===== config.mk =====
export PLATFORM = sky130hd
export DESIGN_NAME = max_reduce_sched
export DESIGN_NICKNAME = d
export VERILOG_FILES = /design/src/rtl/max_reduce_pkg.sv /design/src/rtl/rr_arbiter.sv /design/src/rtl/max_reduce_sched.sv
export SDC_FILE = /design/constraint.sdc
export NUM_CORES = 1
export LEC_CHECK = 0
export ABC_AREA = 1
export ABC_CLOCK_PERIOD_IN_PS = 2420
export BUFFER_PORTS_ARGS = -buffer_cell sky130_fd_sc_hd__buf_4
export CAP_MARGIN = 10
export CORE_MARGIN = 10
export CORE_UTILIZATION = 45
export CTS_CLUSTER_DIAMETER = 50
export DETAILED_ROUTE_END_ITERATION = 12
export PLACE_DENSITY = 0.88
export SETUP_SLACK_MARGIN = 0.5
export SLEW_MARGIN = 20
export SYNTH_ARGS = -nofsm -noshare
export SYNTH_HDL_FRONTEND = slang
export SYNTH_SLANG_ARGS = --single-unit

===== constraint.sdc =====
create_clock -name clk -period 2.42 [get_ports clk]
set_input_delay 0.605 -clock clk [delete_from_list [all_inputs] [get_ports clk]]
set_output_delay 0.605 -clock clk [all_outputs]
set_load 0.05 [all_outputs]

===== src/rtl/max_reduce_pkg.sv =====
// Shared definitions for the max-reduction scheduler: FSM encoding, default widths,
// engine latency and a small id-wrapping helper.
package max_reduce_pkg;

    localparam int DEF_W   = 32;
    localparam int DEF_CW  = 7;
    localparam int ENG_LAT = 1;

    typedef enum logic [2:0] {
        ST_IDLE   = 3'd0,
        ST_CLEAR  = 3'd1,
        ST_STREAM = 3'd2,
        ST_DRAIN  = 3'd3,
        ST_RESULT = 3'd4
    } state_t;

    // Next requester index after id, wrapping to 0 past n-1.
    function automatic int next_id(input int id, input int n);
        return (id == n - 1) ? 0 : id + 1;
    endfunction

endpackage


===== src/rtl/rr_arbiter.sv =====
// Combinational round-robin picker: first set request at or above rr_ptr, wrapping.
module rr_arbiter #(
    parameter int NREQ = 4,
    parameter int IDW  = 2
) (
    input  logic [NREQ-1:0] req,
    input  logic [IDW-1:0]  rr_ptr,
    output logic [NREQ-1:0] gnt,
    output logic [IDW-1:0]  id,
    output logic            any
);

    int             idx;
    logic [IDW-1:0] idx_w;

    // Scan from the farthest offset down so the nearest requester wins last.
    always_comb begin
        gnt   = '0;
        id    = '0;
        any   = 1'b0;
        idx   = 0;
        idx_w = '0;
        for (int off = NREQ - 1; off >= 0; off--) begin
            idx   = (int'(rr_ptr) + off) % NREQ;
            idx_w = idx[IDW-1:0];
            if (req[idx_w]) begin
                gnt        = '0;
                gnt[idx_w] = 1'b1;
                id         = idx_w;
                any        = 1'b1;
            end
        end
    end

endmodule


===== src/rtl/max_reduce_sched.sv =====
// Round-robin scheduler that time-shares one running-max engine between NREQ requesters
// and returns each job's maximum tagged with the owning requester id.
module max_reduce_sched
    import max_reduce_pkg::*;
#(
    parameter int W    = DEF_W,
    parameter int NREQ = 4,
    parameter int CW   = DEF_CW,
    parameter int IDW  = $clog2(NREQ)
) (
    input  logic              clk,
    input  logic              rst_n,
    input  logic [NREQ-1:0]   req,
    input  logic [NREQ*CW-1:0] len,
    input  logic [NREQ*W-1:0] x,
    input  logic [NREQ-1:0]   x_valid,
    output logic [NREQ-1:0]   x_ready,
    output logic [NREQ-1:0]   gnt,
    output logic [W-1:0]      res_y,
    output logic [IDW-1:0]    res_id,
    output logic              res_valid,
    input  logic              res_ready,
    output logic              eng_clr,
    output logic              eng_en,
    output logic [W-1:0]      eng_x,
    input  logic [W-1:0]      eng_y,
    output logic              busy
);

    logic [W-1:0]  x_words   [NREQ];
    logic [CW-1:0] len_words [NREQ];

    for (genvar gi = 0; gi < NREQ; gi++) begin : g_unpack
        assign x_words[gi]   = x[gi*W +: W];
        assign len_words[gi] = len[gi*CW +: CW];
    end

    state_t          state_reg;
    logic [IDW-1:0]  id_reg;
    logic [IDW-1:0]  rr_ptr_reg;
    logic [CW-1:0]   len_reg;
    logic [CW-1:0]   cnt_reg;
    logic [CW-1:0]   cnt_next;
    logic [NREQ-1:0] gnt_reg;
    logic [NREQ-1:0] x_ready_reg;
    logic            eng_clr_reg;
    logic            busy_reg;
    logic            res_valid_reg;
    logic [W-1:0]    res_y_reg;
    logic [IDW-1:0]  res_id_reg;

    logic [NREQ-1:0] arb_gnt;
    logic [IDW-1:0]  arb_id;
    logic            arb_any;
    logic            in_stream;
    logic            take;

    rr_arbiter #(
        .NREQ (NREQ),
        .IDW  (IDW)
    ) u_arb (
        .req    (req),
        .rr_ptr (rr_ptr_reg),
        .gnt    (arb_gnt),
        .id     (arb_id),
        .any    (arb_any)
    );

    assign in_stream = (state_reg == ST_STREAM);
    assign take      = in_stream & x_valid[id_reg];
    assign cnt_next  = cnt_reg + 1'b1;

    // Engine input is forced to zero outside STREAM so nothing leaks while idle or in reset.
    assign eng_en = take;
    assign eng_x  = in_stream ? x_words[id_reg] : '0;

    always_ff @(posedge clk or negedge rst_n) begin
        if (!rst_n) begin
            state_reg     <= ST_IDLE;
            id_reg        <= '0;
            rr_ptr_reg    <= '0;
            len_reg       <= '0;
            gnt_reg       <= '0;
            x_ready_reg   <= '0;
            eng_clr_reg   <= 1'b0;
            busy_reg      <= 1'b0;
            res_valid_reg <= 1'b0;
        end else begin
            case (state_reg)
                ST_IDLE: begin
                    if (arb_any) begin
                        id_reg      <= arb_id;
                        len_reg     <= len_words[arb_id];
                        gnt_reg     <= arb_gnt;
                        eng_clr_reg <= 1'b1;
                        busy_reg    <= 1'b1;
                        state_reg   <= ST_CLEAR;
                    end
                end
                ST_CLEAR: begin
                    eng_clr_reg <= 1'b0;
                    if (len_reg == '0) begin
                        state_reg <= ST_DRAIN;
                    end else begin
                        x_ready_reg         <= '0;
                        x_ready_reg[id_reg] <= 1'b1;
                        state_reg           <= ST_STREAM;
                    end
                end
                ST_STREAM: begin
                    if (take && cnt_next == len_reg) begin
                        x_ready_reg <= '0;
                        state_reg   <= ST_DRAIN;
                    end
                end
                ST_DRAIN: begin
                    res_valid_reg <= 1'b1;
                    state_reg     <= ST_RESULT;
                end
                ST_RESULT: begin
                    if (res_ready) begin
                        res_valid_reg <= 1'b0;
                        gnt_reg       <= '0;
                        busy_reg      <= 1'b0;
                        rr_ptr_reg    <= IDW'(next_id(int'(id_reg), NREQ));
                        state_reg     <= ST_IDLE;
                    end
                end
                default: begin
                    state_reg <= ST_IDLE;
                end
            endcase
        end
    end

    always_ff @(posedge clk or negedge rst_n) begin
        if (!rst_n) begin
            cnt_reg <= '0;
        end else if (state_reg == ST_CLEAR) begin
            cnt_reg <= '0;
        end else if (take) begin
            cnt_reg <= cnt_next;
        end
    end

    // DRAIN covers the engine's one-cycle latency, so eng_y already holds the final maximum.
    always_ff @(posedge clk or negedge rst_n) begin
        if (!rst_n) begin
            res_y_reg  <= '0;
            res_id_reg <= '0;
        end else if (state_reg == ST_DRAIN) begin
            res_y_reg  <= eng_y;
            res_id_reg <= id_reg;
        end
    end

    assign x_ready   = x_ready_reg;
    assign gnt       = gnt_reg;
    assign eng_clr   = eng_clr_reg;
    assign busy      = busy_reg;
    assign res_valid = res_valid_reg;
    assign res_y     = res_y_reg;
    assign res_id    = res_id_reg;

endmodule

==> impl_metrics.py, run 1 <==
metrics = {
    "placed_design": {
        "numPortBuffers": 276,
        "dp_hpwl_mm": 15.6,
        "place_congestion": 0.976,
        "place_ws_ps": 170,
    },
    "timing": {
        "period_share_pct": 100,
        "rsz0062_at_grt": "true",
        "clock_skew_ps": 9.68,
        "setup_viol": 1,
        "timing.fmax_mhz": 411,
        "hold_ws_ps": 337,
        "final-hold-violation-count": 0,
        "post-route-min-period_ps": 2430,
        "slew_headroom_pct": 44.6,
        "finalMaxSlewViolations": 0,
        "post-route-worst-setup-slack_ps": -10.6,
        "tightest_slew_ps": 832,
    },
    "layout": {
        "multi_input_area_um2": 3600,
        "diodes": 0,
        "drive_above_1_share_pct": 55.7,
        "nNetsFinal": 1204,
        "fin_util_pct": 86.2,
        "seqCellArea_um2": 1660,
        "largest_reg_flops": 32,
        "nFillCells": 513,
        "area_growth_pct": 87.0,
    },
    "logic_synthesis": {
        "yosys_register_bits": 66,
        "synth-async-reset-ratio_pct": 100,
        "synth_ff_type": "dfrtp_1",
        "synth_most_common_cell": "nor2_1",
        "yosysWarnings": 0,
        "synth_cell_types": 34,
        "syn_inst": 676,
        "yosys-top-cells-count": "nor2_1 (142), nand2_1 (111), o21ai_0 (77)",
        "yosysSeqAreaShare_pct": 34.7,
        "synth_top_area_share_pct": 34.7,
        "synthesis.area_um2": 4760,
        "synth_edf_count": 0,
        "yosys-top-cells-area": "dfrtp_1 (35%), nor2_1 (11%), nand2_1 (8.8%)",
        "synth.net_count": 888,
        "yosysTopAreaCell": "dfrtp_1",
        "syn_area_per_cell_um2": 7.04,
    },
    "grt": {
        "grt_start_max_net_pins": 67,
        "grt.total_usage_pct": 26.2,
        "grt_pass1_wl_mm": 31.3,
        "grt-ovfl-total": 0,
        "grt_antenna_before_repair": 0,
        "grt_pass1_vias": 5798,
    },
    "clock_network": {
        "insertion_delay_ps": 360,
        "clockBufferDepth": 2,
        "cts.sinks": 66,
        "postCtsHoldBufs": 0,
        "cts_tree": "yes",
        "numCtsBuffers": 9,
        "root_buffer": "clkbuf_8",
        "clk_pin_slew_ps": 80,
        "htreeDepth": 3,
    },
    "routing": {
        "first_pass_iters": 5,
        "wl_mm": 25.1,
        "ant_nets": 0,
        "vias_per_cell": 5.68,
        "vias": 6438,
        "drc": 0,
        "avgRoutedWirePerCell_um": 22.2,
        "drt_iter0_markers": 987,
    },
    "hold_path": {
        "hp-class": "input port to async pin",
    },
    "worst_setup_path": {
        "cp_max_fo": 5,
        "critPathRequiredTime_ps": 1810,
        "crit_path_top_delay_cell": "dfrtp_2",
        "r2r_slack_ps": 300,
        "cp.arrival_ps": 1830,
        "crit_chain": "buf_6, clkbuf_16, nor2_1, nor2_1, o21ai_2, a21oi_4, buf_6",
        "startpoint_type": "flop",
        "max_stage_delay_ps": 470,
        "critPathKind": "flop to output pin",
        "reg2reg_to": "len_reg[6]",
        "critPathCaptureType": "output pin",
        "r2r_start": "rr_ptr_reg[0]",
        "r2r_cells": 11,
    },
    "die": {
        "ioPinCount": 277,
        "start_util_pct": 46.1,
        "die_area_um2": 15100,
        "coreArea_um2": 10300,
        "die_h_um": 123,
        "die_width_um": 123,
        "row_count": 37,
    },
    "pwr": {
        "power_density_nw_per_um2": 1530,
        "p_leak_uw": 0.00428,
        "power_uw": 13600,
        "vdd_drop_max_uv": 1010,
    },
    "run": {
        "cap_violations": 0,
    },
    "run_status": {
        "violations": "negative setup slack",
        "outcome": "finished, violations left",
    },
}
-- kinds of logic (layout without fill, tap and decap cells) --
family,count (synthesis),count (layout),synth area share (%)
and+or+nand+nor,345,349,32.5
AOI/OAI and AO/OA,128,128,13.7
buffers and inverters,92,409,8.10
DFF,66,66,34.7
muxes,32,32,7.58
adders and majority gates,13,13,3.42
-- worst max-delay path by stage --
| stage | startpoint | end | slack [ps] | cells past startpoint |
|---|---|---|---|---|
| 6_report | id_reg[0] | eng_x[19] | -10 | 7 |
| 5_1_grt | id_reg[0] | eng_x[16] | -70 | 7 |
| 4_1_cts | id_reg[0] | eng_x[30] | 90 | 7 |
| 3_5_place_dp | req[1] | gnt[2] | 170 | 12 |
| 3_3_place_gp | req[1] | gnt[2] | 200 | 12 |
| 2_1_floorplan | state_reg[2] | eng_x[10] | 420 | 4 |
-- metrics by stage --
stage	setup TNS, ps	instances	instance area (um2)
2_1_floorplan	0	676	5280
3_3_place_gp	0	1069	7390
3_5_place_dp	0	1069	7390
4_1_cts	0	1104	8140
5_1_grt	-181	1133	8900
6_report	-10.6	1133	8900
-- critical path: cells and delay by family (launching register included) --
family	cells	cell delay (ps)
simple gates	2	210
compound gates	2	270
buf+inv	3	500
flops	1	470
-- where the power goes --
| part | total [uW] | switching (uW) | internal, uW |
|---|---|---|---|
| clock network | 985 | 479 | 506 |
| registers | 2010 | 392 | 1620 |
| logic | 10600 | 6620 | 4030 |
-- metal layers --
| layer | track usage [%] | up-vias | wire length (um) | share of wire (%) |
|---|---|---|---|---|
| met2 | 45.8 | 426 | 12700 | 51 |
| met5 | 0 | - | 0 | 0 |
| met3 | 5.83 | 99 | 2410 | 9.6 |
| met1 | 29.6 | 3052 | 8640 | 34 |
| met4 | 12.2 | 0 | 1320 | 5.3 |
| li1 | - | 2861 | - | - |
-- repair_timing --
action	in CTS	in global routing
buffers inserted	14	19
resized for setup	124	112
setup endpoints to repair	46	56
pin swaps	5	41
gates cloned	5	10
-- layout by cell type (no fill, tap or decap), types with 3 or more instances in the layout --
| cell | synthesis | final |
|---|---|---|
| clkinv_2 | 0 | 3 |
| buf_4 | 0 | 272 |
| buf_6 | 3 | 28 |
| clkbuf_16 | 0 | 5 |
| nor2_2 | 0 | 13 |
| inv_1 | 52 | 48 |
| nand2_8 | 0 | 3 |
| o21ai_1 | 1 | 33 |
| nor2_1 | 142 | 126 |
| o21ai_0 | 77 | 10 |
| mux2_2 | 32 | 32 |
| dfrtp_1 | 66 | 61 |
| clkbuf_8 | 0 | 10 |
| or2_1 | 5 | 5 |
| buf_8 | 0 | 14 |
| inv_4 | 1 | 4 |
| buf_16 | 0 | 5 |
| dfrtp_2 | 0 | 5 |
| ha_1 | 13 | 11 |
| a21oi_1 | 43 | 10 |
| a21oi_4 | 0 | 32 |
| nor2_4 | 1 | 4 |
| nand4_1 | 6 | 6 |
| nand2_1 | 111 | 94 |
| nand3_2 | 7 | 25 |
| nand3_1 | 49 | 27 |
| nand3_4 | 2 | 8 |
| o21ai_2 | 0 | 33 |
| buf_12 | 0 | 8 |
| o22ai_1 | 4 | 4 |
| nand2_2 | 8 | 22 |
| clkinv_4 | 0 | 3 |
| nand2_4 | 5 | 7 |
-- final cells by class --
type / count / share of cell area, %
clock buffer: 10 / 1.55
multi-input combinational: 522 / 40.4
tap: 136 / 1.91
clock inverter: 6 / 0.731
inverter: 60 / 3.08
timing repair inverter: 1 / 0.0563
sequential: 66 / 18.6
timing repair buffer: 332 / 33.6
(Power assumes the default switching activity.)
==> inputs of run 2 (changes only) <==
MAX_ROUTING_LAYER = met4   (was not set)
==> run 2 against run 1 <==
Total power is 3.7% higher. The flow still finishes with violations (negative setup slack). Register-to-register slack better by 40 ps. Non-clock buffer count is 7 higher. Largest power group unchanged. Core utilization is 2.7 points higher. Sequential power hardly changed. Final cell count is 0.35% higher.
==> impl_metrics.py, run 2 (synthesis results as in run 1) <==
metrics = {
    "timing": {
        "period_share_pct": 105,
        "clock_skew_ps": 9.07,
        "tns_ps": -126,
        "post-route-worst-setup-slack_ps": -115,
        "post-route-min-period_ps": 2540,
        "finalMaxSlewViolations": 0,
        "final-hold-violation-count": 0,
        "hold_ws_ps": 324,
        "tightest_slew_ps": 747,
        "slew_headroom_pct": 50.2,
        "setup_viol": 2,
        "timing.fmax_mhz": 394,
        "rsz0062_at_grt": "true",
    },
    "grt": {
        "grt-ovfl-total": 0,
        "grt_pass1_vias": 6185,
        "grt_pass1_wl_mm": 32.5,
        "grt.total_usage_pct": 28.2,
        "grt_start_max_net_pins": 62,
        "grt_antenna_before_repair": 0,
    },
    "run_status": {
        "outcome": "finished, violations left",
        "violations": "negative setup slack",
    },
    "layout": {
        "layout_commonest_cell": "buf_4",
        "layout.cells.most_common_list": "buf_4 (277), nand2_1 (97), nor2_1 (95)",
        "largest_reg_flops": 32,
        "area_growth_pct": 92.9,
        "diodes": 0,
        "drive_above_1_share_pct": 59.7,
        "fin_util_pct": 88.9,
        "nNetsFinal": 1208,
    },
    "die": {
        "coreArea_um2": 10300,
        "start_util_pct": 46.1,
        "ioPinCount": 277,
        "row_count": 37,
        "die_area_um2": 15100,
        "die_h_um": 123,
        "die_width_um": 123,
    },
    "routing": {
        "ant_nets": 0,
        "wl_mm": 26.4,
        "first_pass_iters": 5,
        "vias": 6610,
        "drc": 0,
        "drt_iter0_markers": 986,
        "avgRoutedWirePerCell_um": 23.3,
        "vias_per_cell": 5.81,
    },
    "worst_setup_path": {
        "cp.arrival_ps": 1930,
        "critPathKind": "flop to output pin",
        "critPathCaptureType": "output pin",
        "startpoint_type": "flop",
        "critPathRequiredTime_ps": 1810,
        "cp_max_fo": 19,
        "r2r_slack_ps": 340,
    },
    "placed_design": {
        "numPortBuffers": 276,
        "place_congestion": 1.02,
        "dp_hpwl_mm": 15.7,
    },
    "clock_network": {
        "clockBufferDepth": 2,
        "insertion_delay_ps": 350,
        "cts.sinks": 66,
        "numCtsBuffers": 9,
        "root_buffer": "clkbuf_8",
        "postCtsHoldBufs": 0,
        "cts_tree": "yes",
        "clk_pin_slew_ps": 80,
        "htreeDepth": 3,
    },
    "pwr": {
        "vdd_drop_max_uv": 1050,
        "power_density_nw_per_um2": 1540,
        "power_uw": 14200,
        "p_leak_uw": 0.00435,
    },
    "run": {
        "cap_violations": 0,
    },
    "hold_path": {
        "hp-class": "input port to async pin",
    },
}
==> run 2: changes by cell type in the layout (fill, tap and decap cells not counted), moves of 3 or more <==
cell	previous run	this run
nor2_1	126	95
nand3_2	25	16
o21ai_2	33	52
nor2_2	13	29
nand2_1	94	97
buf_4	272	277
bufinv_16	1	4
clkinv_2	3	0
nor2_4	4	19
nand3_1	27	33
o21ai_1	33	14
==> run 2: path summary, 6_finish.rpt <==
check	startpoint	endpoint	cells past startpoint
min	rst_n	res_y[3]	1
max reg2reg	rr_ptr_reg[0]	len_reg[1]	11
min in group clk	eng_y[15]	res_y[15]	2
max	id_reg[0]	eng_x[22]	7
min reg2reg	res_valid	res_valid	2
max in group asynchronous	rst_n	res_y[17]	2
==> run 2: metal layers <==
layer / vias up / GRT usage (%) / routed length (um)
met1: 3066 / 30.2 / 8790
li1: 2865 / - / -
met3: 176 / 5.79 / 2820
met4: 0 / 14.6 / 1830
met5: - / - / 0
met2: 503 / 48.2 / 13000
==> run 2: timing repair <==
action / 4_1_cts / 5_1_grt
pin swaps: 26 / 95
buffers inserted: 21 / 17
endpoints found under the setup margin: 49 / 50
cloned: 6 / 5
resized for setup: 169 / 121
==> run 2: area by class of cell <==
cell class	count	area (um2)
multi-input cells	520	3760
repair buffers	339	3050
flip-flops and latches	66	1660
fillers	456	1150
inverters	60	269
well taps	136	170
clock inverters	6	138
clock buffers	10	128
==> run 2: critical path, cell delays in order (launching register included) <==
cell	delay (ps)
dfrtp_2	420
buf_12	150
buf_12	150
nor2_1	360
nor2_1	130
o21ai_2	120
a21oi_4	80
buf_8	160
==> run 2: through the flow <==
stage,std cells,instance area [um2],worst slack [ps]
3_3_place_gp,1072,7450,300
4_1_cts,1115,8480,110
3_5_place_dp,1072,7450,263
2_1_floorplan,676,5280,423
6_report,1137,9180,-115
5_1_grt,1137,9180,-151
==> run 2: power by group <==
part           total (uW)  switching [uW]  internal (uW)  leakage (uW)
combinational       10900            6800           4110       0.00343
clock                1230             439            794      0.000131
sequential           2010             387           1620      0.000793
total               14200            7630           6520       0.00435
